[src/rtl/ifetch8.sv]
`default_nettype none
// ============================================================================
// Module   : ifetch8
// Purpose  : Instruction prefetch unit: request FSM + small FIFO in front of the
//            core IR. Define IFETCH8_PREFETCH_EN for a 2-entry queue (else 1).
// Revision : 1.0 - initial release
// ============================================================================
module ifetch8 (
    input  logic        clk,
    input  logic        rst,
    output logic        mem_req,
    output logic [7:0]  mem_addr,
    input  logic        mem_ack,
    input  logic [15:0] mem_data,
    output logic        inst_valid,
    output logic [15:0] inst,
    input  logic        inst_take,
    input  logic        branch,
    input  logic [7:0]  branch_addr,
    output logic [7:0]  fetch_pc
);

`ifdef IFETCH8_PREFETCH_EN
    localparam logic [1:0] c_DEPTH = 2'd2;
`else
    localparam logic [1:0] c_DEPTH = 2'd1;
`endif

    localparam logic [1:0] c_IDLE = 2'd0;
    localparam logic [1:0] c_WAIT = 2'd1;
    localparam logic [1:0] c_DROP = 2'd2;

    logic [1:0]  r_state;
    logic [1:0]  w_state_next;
    logic [1:0]  r_count;
    logic [1:0]  w_count_next;
    logic [15:0] r_q0;
    logic [15:0] r_q1;
    logic [15:0] w_q0_next;
    logic [15:0] w_q1_next;
    logic [7:0]  r_pc;
    logic [7:0]  r_addr;
    logic        w_issue;
    logic        w_push;
    logic        w_pop;

    // Requests are only made from IDLE, so the outstanding term of the credit is zero here.
    assign w_issue = (r_state == c_IDLE) && !branch && (r_count < c_DEPTH);
    assign w_push  = (r_state == c_WAIT) && mem_ack && !branch;
    assign w_pop   = inst_take && (r_count != 2'd0) && !branch;

    always_comb begin
        w_q0_next    = r_q0;
        w_q1_next    = r_q1;
        w_count_next = r_count;
        if (w_pop) begin
            w_q0_next    = r_q1;
            w_count_next = r_count - 2'd1;
        end
        if (w_push) begin
            if (w_count_next == 2'd0) begin
                w_q0_next = mem_data;
            end else begin
                w_q1_next = mem_data;
            end
            w_count_next = w_count_next + 2'd1;
        end
        if (branch) begin
            w_count_next = 2'd0;
        end
    end

    always_comb begin
        w_state_next = r_state;
        case (r_state)
            c_IDLE: if (w_issue) w_state_next = c_WAIT;
            c_WAIT: begin
                if (mem_ack) begin
                    w_state_next = c_IDLE;
                end else if (branch) begin
                    w_state_next = c_DROP;
                end
            end
            c_DROP: if (mem_ack) w_state_next = c_IDLE;
            default: w_state_next = c_IDLE;
        endcase
    end

    always_ff @(posedge clk) begin
        if (rst) begin
            r_state <= c_IDLE;
            r_count <= 2'd0;
            r_q0    <= 16'h0000;
            r_q1    <= 16'h0000;
            r_pc    <= 8'h00;
            r_addr  <= 8'h00;
        end else begin
            r_state <= w_state_next;
            r_count <= w_count_next;
            r_q0    <= w_q0_next;
            r_q1    <= w_q1_next;
            if (branch) begin
                r_pc <= branch_addr;
            end else if (w_push) begin
                r_pc <= r_pc + 8'd1;
            end
            if (w_issue) begin
                r_addr <= r_pc;
            end
        end
    end

    assign mem_req    = (r_state == c_WAIT) || (r_state == c_DROP);
    assign mem_addr   = r_addr;
    assign fetch_pc   = r_pc;
    assign inst_valid = (r_count != 2'd0);
    assign inst       = inst_valid ? r_q0 : 16'h0000;

endmodule
`default_nettype wire

[config.mk]
export PLATFORM = sky130hd
export DESIGN_NAME = ifetch8
export DESIGN_NICKNAME = d
export VERILOG_FILES = /design/src/rtl/ifetch8.sv
export SDC_FILE = /design/constraint.sdc
export NUM_CORES = 1
export LEC_CHECK = 0
export BUFFER_PORTS_ARGS = -buffer_cell sky130_fd_sc_hd__clkbuf_2
export CELL_PAD_IN_SITES_DETAIL_PLACEMENT = 1
export CELL_PAD_IN_SITES_GLOBAL_PLACEMENT = 2
export CORE_MARGIN = 2
export CORE_UTILIZATION = 33
export CTS_CLUSTER_DIAMETER = 150
export CTS_CLUSTER_SIZE = 14
export DETAILED_ROUTE_END_ITERATION = 8
export PLACE_DENSITY = 0.81
export SLEW_MARGIN = 0
export SYNTH_ARGS = -nofsm -noshare
export SYNTH_HDL_FRONTEND = slang
export SYNTH_SLANG_ARGS = --single-unit
[constraint.sdc]
create_clock -name clk -period 5 [get_ports clk]
set_input_delay 1.25 -clock clk [delete_from_list [all_inputs] [get_ports clk]]
set_output_delay 1.25 -clock clk [all_outputs]
set_load 0.02 [all_outputs]
=== Word-level counts from Yosys, hierarchy flattened ===
Cells that the tools add are included.

* Bits in registers: 52
* Bits in latches: 0
* Bits in writable memories: 0
* Memory bits (read-only): 0
* Input bits: 29
* Output and inout bits: 34
* Logic and storage cells: 44
* Memories: 0

* $add $sub $neg: 3
* $mul: 0
* Div/mod/pow operators: 0
* Magnitude comparators: 1
* Equality and inequality tests: 5
* Shift operators: 0
* Muxes and demuxes: 13
* Bitwise logic cells: 1
* Reduce and logical (&&, ||, !) cells: 15

{| class="wikitable"
|+ Operator list
! operator !! number
|-
| $mux 16 || 4
|-
| $mux 8 || 2
|-
| $mux 2 || 6
|-
| $add 8x1->8 const B || 1
|-
| $logic_and 1x1->1 || 6
|-
| $pmux 2 s3 || 1
|-
| $logic_not 2->1 || 2
|-
| $ne 2x2->1 const B || 2
|-
| $reduce_bool 2->1 || 2
|-
| $ne 3x3->1 const B || 1
|-
| $reduce_and 3->1 || 1
|-
| $add 2x1->2 const B || 1
|-
| $eq 2x1->1 const B || 1
|-
| $eq 2x2->1 const B || 1
|-
| $lt 2x1->1 const B || 1
|-
| $reduce_and 2->1 || 1
|-
| $reduce_or 2->1 || 1
|-
| $sub 2x1->2 const B || 1
|-
| $logic_not 1->1 || 1
|-
| $logic_or 1x1->1 || 1
|-
| $not 1->1 || 1
|}

=== Longest topological paths before layout ===
Gate-level depths: netlist (run 1).

* Word-level depth: 7
* Mapped depth: 12
* Depth with buffers taken out: 9

=== Worst setup path before layout (run 1) ===
No wires, ideal clock.

* Path type: input to register
* Start: input branch
* End: register r_q1[14]
* Arrival time: 2.846 ns
* Required time: 4.929 ns
* Setup slack: 2.084 ns
* Stages on the path: 9
* Cells stage by stage: or3b_1 buf_6 nor2_1 a21oi_1 ha_1 nor3_2 buf_2 nand2_1 a21oi_1

* Cells in the longest elaborated chain, start to end: 6

{| class="wikitable"
|+ RTL lines
! item !! RTL line !! source
|-
| start: declaration || 18 || <nowiki>input logic branch,</nowiki>
|-
| $logic_not 1->1 * || 49, 50 ||
|-
| $logic_and 1x1->1 || 50 || <nowiki>assign w_pop = inst_take && (r_count != 2'd0) && !branch;</nowiki>
|-
| $mux 2 || 56 || <nowiki>if (w_pop) begin</nowiki>
|-
| $logic_not 2->1 || 61 || <nowiki>if (w_count_next == 2'd0) begin</nowiki>
|-
| $not 1->1 (no source line) || -- ||
|-
| $reduce_and 2->1 (no source line) * || -- ||
|-
| end signal: assignment || 101 || <nowiki>r_q1 <= w_q1_next;</nowiki>
|-
| end: declaration || 38 || <nowiki>logic [15:0] r_q1;</nowiki>
|}

Mark *: on every way between the ends. The rest lies on a longest branch, timed or not.
A chain may end at the register's enable or synchronous reset.

=== Worst setup path in the final report (run 1) ===
* Start: input branch
* End: register r_q0[13]

* Cells in the longest elaborated chain, start to end: 6

{| class="wikitable"
|+ RTL lines
! item !! RTL line !! source
|-
| $logic_not 1->1 * || 49, 50 ||
|-
| $logic_and 1x1->1 || 50 ||
|-
| $mux 2 || 56 ||
|-
| $logic_not 2->1 || 61 ||
|-
| $mux 16 || 61 ||
|-
| $mux 16 * || 60 || <nowiki>if (w_push) begin</nowiki>
|-
| end signal: assignment || 100 || <nowiki>r_q0 <= w_q0_next;</nowiki>
|-
| end: declaration || 37 || <nowiki>logic [15:0] r_q0;</nowiki>
|}

Marked as above.

==> results.yml, run 1 <==
run_status:
  status: "finished, final reports clean"
cells_and_area:
  final_cell_mix: "62 x clkbuf_2, 52 x dfxtp_1, 41 x nand2_1"
  areaGrowthSynthToFinish_pct: 19.36
  num_antenna_cells: 0
  finalNetCount: 368
  final_common_cell: "clkbuf_2"
  final-instance-count-excl-fill: 431
  drive_gt1_share_pct: 23.19
synthesis:
  synth_cell_types: 36
  yosys.area.top_type: "dfxtp_1"
  syn-cell-area_sq_mm: 0.002417
  avgSynthCellArea_sq_um: 8.790
  yosysSeqAreaShare_pct: 43.06
  ys_ff_latch: 52
  synth_top_area_share_pct: 43.06
  syn_nets: 312
  ys_warn_count: 0
  netlist_instances: 275
  synth.area.top_cells: "dfxtp_1 43%, mux2i_1 10%, nand2_1 6.4%, a211oi_1 5.9%, nor2_1 5.0%"
worst_setup_path:
  required_ps: 5140
  reg2reg_from: "r_count[0]"
  cp-end-kind: "flip-flop"
  reg2reg_depth: 10
  path_cells: "clkbuf_2 -> or3b_1 -> buf_4 -> a21oi_1 -> ha_1 -> nand2_1 -> nor2_1 -> a211oi_1"
  cp_slowest_cell: "nand2_1"
  crit_arrival_ps: 3780
  crit_fanout: 32
  crit_type: "in2reg"
  cp-start-kind: "input pin"
  crit_path_start: "branch"
  critPathMaxStageDelay_ps: 600
floorplan:
  die_h_um: 89.59
  die_x_um: 89.59
  core_sq_mm: 0.007176
  ios: 63
  num_rows: 31
  start_util_pct: 33.69
  die-area_sq_mm: 0.008025
clock_network:
  path_clk_slew_ps: 90
  numClockSinks: 52
  clk-insertion-delay-late_ps: 300
  h-tree-depth: 2
  ctsLongestPathBuffers: 2
  cts_root_buf: "clkbuf_8"
  cts-resized-gates: 0
  cts_tree: "done"
  cts_buffers: 5
  cts_setup_buffers: 0
  hold_buffers: 0
global_route:
  grt_pass1_vias: 2002
  grt_use_total_pct: 15.62
  grt_pass1_wl_um: 9804
  grt_max_degree: 35
  antenna_found_initial: 0
  overflow: 0
sta:
  fin_crit_sh_pct: 72.95
  max_slew.worst_pin.slew_ps: 1031
  setup_viol: 0
  skew_ps: 6.853
  period_minus_slack_ps: 3648
  slew_headroom_pct: 31.11
  drv_slew: 0
  setup_tns_ps: 0
  finalHoldViolations: 0
  grt_setup_unrepaired: "false"
  fmax_mhz: 274.2
  holdWs_ps: 458.2
drt:
  viasPerCell: 4.794
  drc_errors: 0
  drt-initial-drc-count: 80
  wl_per_cell_um: 14.06
  routed_wl_um: 6059
  postRouteAntennaNets: 0
  vias: 2066
  dr.pass1.iters: 4
hold_path:
  worstHoldStart: "r_q1[13]"
  holdPathStages: 2
  hp-class: "reg2reg"
placed_design:
  dp_hpwl_um: 4248
  numPortBuffers: 62
  place_congestion: 0.6907
  dp_cells: 423
power:
  power.density_mw_per_mm2: 324.2
  vdd_ir_drop_max_v: 0.00009128
  leakagePower_nw: 1.303
job:
  max_cap_viol_count: 0
[worst max-delay path: cells and delay by family]
kind	cells	cell delay, ps
adder cells (fa/ha/maj)	1	240
buffers and inverters	2	460
AND/OR/NAND/NOR	3	1480
AO/OA/AOI/OAI	2	330
[layout make-up]
type                       instances  area [sq um]
inverter                           8         30.03
clock inverter                     2         10.01
tap                               99         123.9
sequential                        52          1041
clock buffer                       6         82.58
fill                             883          4290
timing repair buffer              65         332.8
multi-input combinational        199          1265
[cell usage after synthesis, drive strengths merged]
cell,number
a211oi,19
nor3,3
or3,1
clkbuf,10
dfxtp,52
nand2b,1
nor2,32
a21o,1
or3b,1
xnor2,6
mux2i,25
ha,8
o21bai,1
and3,1
nor3b,1
a2111oi,1
a21oi,20
nor2b,17
a211o,1
a41o,1
nand3,5
o21a,1
and2,1
nand2,41
inv,8
and3b,1
buf,6
xor2,1
o21ai,5
a311oi,2
nand4,2
[per-layer routing]
layer / part of all wire [%] / vias to the layer above / GRT usage, % / wire (um)
li1: - / 1048 / - / -
met1: 49 / 982 / 22.55 / 2984
met2: 47 / 31 / 24.40 / 2866
met3: 2.6 / 5 / 2.834 / 156
met4: 0.84 / 0 / 3.256 / 51
met5: 0 / - / 0 / 0
[registers in the layout, summed over array words and instances, names as in the netlist]
| name | cells |
|---|---|
| fetch_pc | 8 |
| mem_addr | 8 |
| r_count | 2 |
| r_q0 | 16 |
| r_q1 | 16 |
| r_state | 2 |
[power by group]
part           total (mW)  switching (mW)  internal, mW
sequential          0.468          0.0217         0.447
combinational       0.216           0.129        0.0865
clock               0.251           0.140         0.111
total               0.935           0.291         0.644
[logic make-up (layout without fill, tap and decap cells)]
logic type | Yosys count | after routing | synth area share (%)
AND/OR/NAND/NOR | 107 | 107 | 20.39
AO/OA/AOI/OAI | 52 | 52 | 14.13
flip-flops | 52 | 52 | 43.06
multiplexers | 25 | 25 | 10.35
buffers and inverters | 24 | 81 | 4.606
adder cells (fa/ha/maj) | 8 | 8 | 4.141
XOR/XNOR | 7 | 7 | 3.313
[through the flow]
stage	utilization, %	power (mW)	cell area, sq um	worst slack, ps
2_1_floorplan	-	0.6314	2417	2084
3_3_place_gp	38.92	0.6912	2793	1161
3_5_place_dp	38.92	0.6979	2793	1005
4_1_cts	40.21	0.9500	2885	1255
5_1_grt	40.21	0.9936	2885	989.9
6_report	40.21	0.9354	2885	1352
[path summary, 6_finish.rpt]
path / slack (ps) / to
min reg2reg: 460 / r_q1[13]
max reg2reg: 1390 / r_q0[13]
min: 460 / r_q1[13]
max: 1350 / r_q0[13]
Power figures use the tool's default switching activity.
==> run 2: changes to the inputs <==
--- a/config.mk
+++ b/config.mk
@@ -5,15 +5,16 @@
 export SDC_FILE = /design/constraint.sdc
 export NUM_CORES = 1
 export LEC_CHECK = 0
+export ABC_AREA = 1
 export BUFFER_PORTS_ARGS = -buffer_cell sky130_fd_sc_hd__clkbuf_2
 export CELL_PAD_IN_SITES_DETAIL_PLACEMENT = 1
 export CELL_PAD_IN_SITES_GLOBAL_PLACEMENT = 2
 export CORE_MARGIN = 2
-export CORE_UTILIZATION = 33
+export CORE_UTILIZATION = 26
 export CTS_CLUSTER_DIAMETER = 150
 export CTS_CLUSTER_SIZE = 14
 export DETAILED_ROUTE_END_ITERATION = 8
-export PLACE_DENSITY = 0.81
+export PLACE_DENSITY = 0.73
 export SLEW_MARGIN = 0
 export SYNTH_ARGS = -nofsm -noshare
 export SYNTH_HDL_FRONTEND = slang
==> constraint.sdc (replaced) <==
create_clock -name clk -period 3.2 [get_ports clk]
set_input_delay 0.8 -clock clk [delete_from_list [all_inputs] [get_ports clk]]
set_output_delay 0.8 -clock clk [all_outputs]
set_load 0.02 [all_outputs]
==> run 2 against run 1 <==
Net effect:
- critical path depth up 3
- setup slack worse by 850 ps
- non-clock buffer count down 1
- area after synthesis up 2.8%
- die area up 29%
- clock skew up 4.5 ps
- register-to-register slack worse by 890 ps
- global-route usage down 2.4 points
- critical endpoint is now r_q1[8]
==> results.yml, run 2 <==
synthesis:
  synth_flop_cell: "dfxtp_1"
  avgSynthCellArea_sq_um: 6.980
  synthTopCellsByCount: "66 x nor2_1, 65 x o21ai_0, 52 x dfxtp_1, 52 x nand2_1, 46 x inv_1"
  synthArstFlopShare_pct: 0
  syn_nets: 393
  synth_edf_count: 0
  yosysSeqAreaShare_pct: 41.89
  synth_most_common_cell: "nor2_1"
  synth_cell_types: 20
  synth_top_area_share_pct: 41.89
  ys_warn_count: 0
  syn-cell-area_sq_mm: 0.002485
  yosys.area.top_type: "dfxtp_1"
  synth.area.top_cells: "dfxtp_1 42%, o21ai_0 13%, nor2_1 10%, nand2_1 7.9%, inv_1 6.9%"
  netlist_instances: 356
  ys_ff_latch: 52
drt:
  viasPerCell: 4.321
  wl_per_cell_um: 12.06
  drt-initial-drc-count: 61
  met1_length_um: 3330
  wl_met2_um: 2865
  dr.pass1.iters: 4
  drc_errors: 0
  routed_wl_um: 6502
  wl_met3_um: 249
  maxUsedRoutingLayer: "met4"
  vias: 2329
  postRouteAntennaNets: 0
placed_design:
  pre_cts_ws_ps: 392.6
  numPortBuffers: 62
  place_congestion: 0.7338
  dp_hpwl_um: 4848
clock_network:
  cts-resized-gates: 0
  cts_root_buf: "clkbuf_8"
  h-tree-depth: 2
  cts_setup_buffers: 0
  cts_tree: "done"
  cts_buffers: 5
  ctsLongestPathBuffers: 2
  path_clk_slew_ps: 110
  numClockSinks: 52
  clk-insertion-delay-late_ps: 310
  hold_buffers: 0
worst_setup_path:
  cp-end-kind: "flip-flop"
  crit_fanout: 21
  cp-start-kind: "flip-flop"
  required_ps: 3420
  crit_type: "reg2reg"
  crit_arrival_ps: 2920
floorplan:
  die_x_um: 101.8
  ios: 63
  core_sq_mm: 0.009240
  start_util_pct: 26.89
  num_rows: 35
  die_h_um: 101.8
  die-area_sq_mm: 0.01036
cells_and_area:
  drive_gt1_share_pct: 19.02
  final_common_cell: "nor2_1"
  areaGrowthSynthToFinish_pct: 19.49
  final_cell_mix: "66 x nor2_1, 65 x o21ai_0, 62 x clkbuf_2"
  top_regs: "r_q0 x16, r_q1 x16"
  finalNetCount: 446
  num_antenna_cells: 0
power:
  vdd_ir_drop_max_v: 0.0002070
  power.density_mw_per_mm2: 583.8
  leakagePower_nw: 1.342
sta:
  max_slew.worst_pin.slew_ps: 809.3
  skew_ps: 11.33
  slew_headroom_pct: 46.05
  setup_tns_ps: 0
  setup_viol: 0
  drv_slew: 0
  grt_setup_unrepaired: "false"
  fin_crit_sh_pct: 84.41
  period_minus_slack_ps: 2701
  fmax_mhz: 370.2
  finalWorstSetupSlack_ps: 498.8
  finalHoldViolations: 0
job:
  max_cap_viol_count: 0
global_route:
  antenna_found_initial: 0
  grt_pass1_wl_um: 10940
  grt_use_total_pct: 13.19
  overflow: 0
  grt_max_degree: 44
  grt_pass1_vias: 2270
hold_path:
  hp-class: "reg2reg"
run_status:
  status: "finished, final reports clean"
run 2: kinds of logic after synthesis:
kind of cell               Yosys count  synth area share [%]
xor gates and xnor gates             2                0.7051
AOI/OAI and AO/OA                   98                 20.14
adders and majority gates            8                 4.028
DFF                                 52                 41.89
buffers and inverters               64                 11.68
and+or+nand+nor                    132                 21.55
run 2: metal layers:
layer,vias to the layer above,global-route usage (%)
li1,1229,-
met1,1052,18.65
met2,41,20.85
met3,7,2.346
met4,0,3.119
met5,-,0
run 2: cell type report:
class / count / area (sq um)
Fill cell: 1195 / 6271
Inverter: 46 / 172.7
Tap cell: 129 / 161.4
Sequential cell: 52 / 1041
Multi-Input combinational cell: 240 / 1154
Timing Repair Buffer: 64 / 325.3
Clock inverter: 3 / 46.29
Clock buffer: 5 / 68.82
run 2: critical path: stages, from the launching register on:
cell and delay [ps]:
dfxtp_1 330, inv_1 70, ha_1 680, nor2_4 50
nand2_4 180, xor2_1 250, ha_1 220, inv_1 60
nand2_2 270, inv_1 250, nor2_1 170, nor2_1 60
run 2: final timing paths:
check,startpoint,endpoint,slack [ps],depth (start not counted)
worst max-delay path,r_count[1],r_q1[8],500,11
worst min-delay path,r_q1[14],r_q1[14],460,2
worst max register to register,r_count[1],r_q1[8],500,11
worst min register to register,r_q1[14],r_q1[14],460,2
run 2: stage by stage:
stage	util (%)	total power [mW]	instance area (sq um)	hold slack, ps	instances
2_1_floorplan	-	1.149	2485	424.5	356
3_3_place_gp	30.89	1.276	2854	445.6	531
3_5_place_dp	30.89	1.284	2854	447.5	531
4_1_cts	32.13	1.760	2969	460.9	539
5_1_grt	32.13	1.864	2969	483.3	539
6_report	32.13	1.733	2969	462.5	539
run 2: power by group:
part	switching (mW)	total (mW)	internal, mW
Combinational	0.323	0.484	0.161
Clock	0.237	0.473	0.236
Sequential	0.0446	0.776	0.732
Total	0.605	1.73	1.13
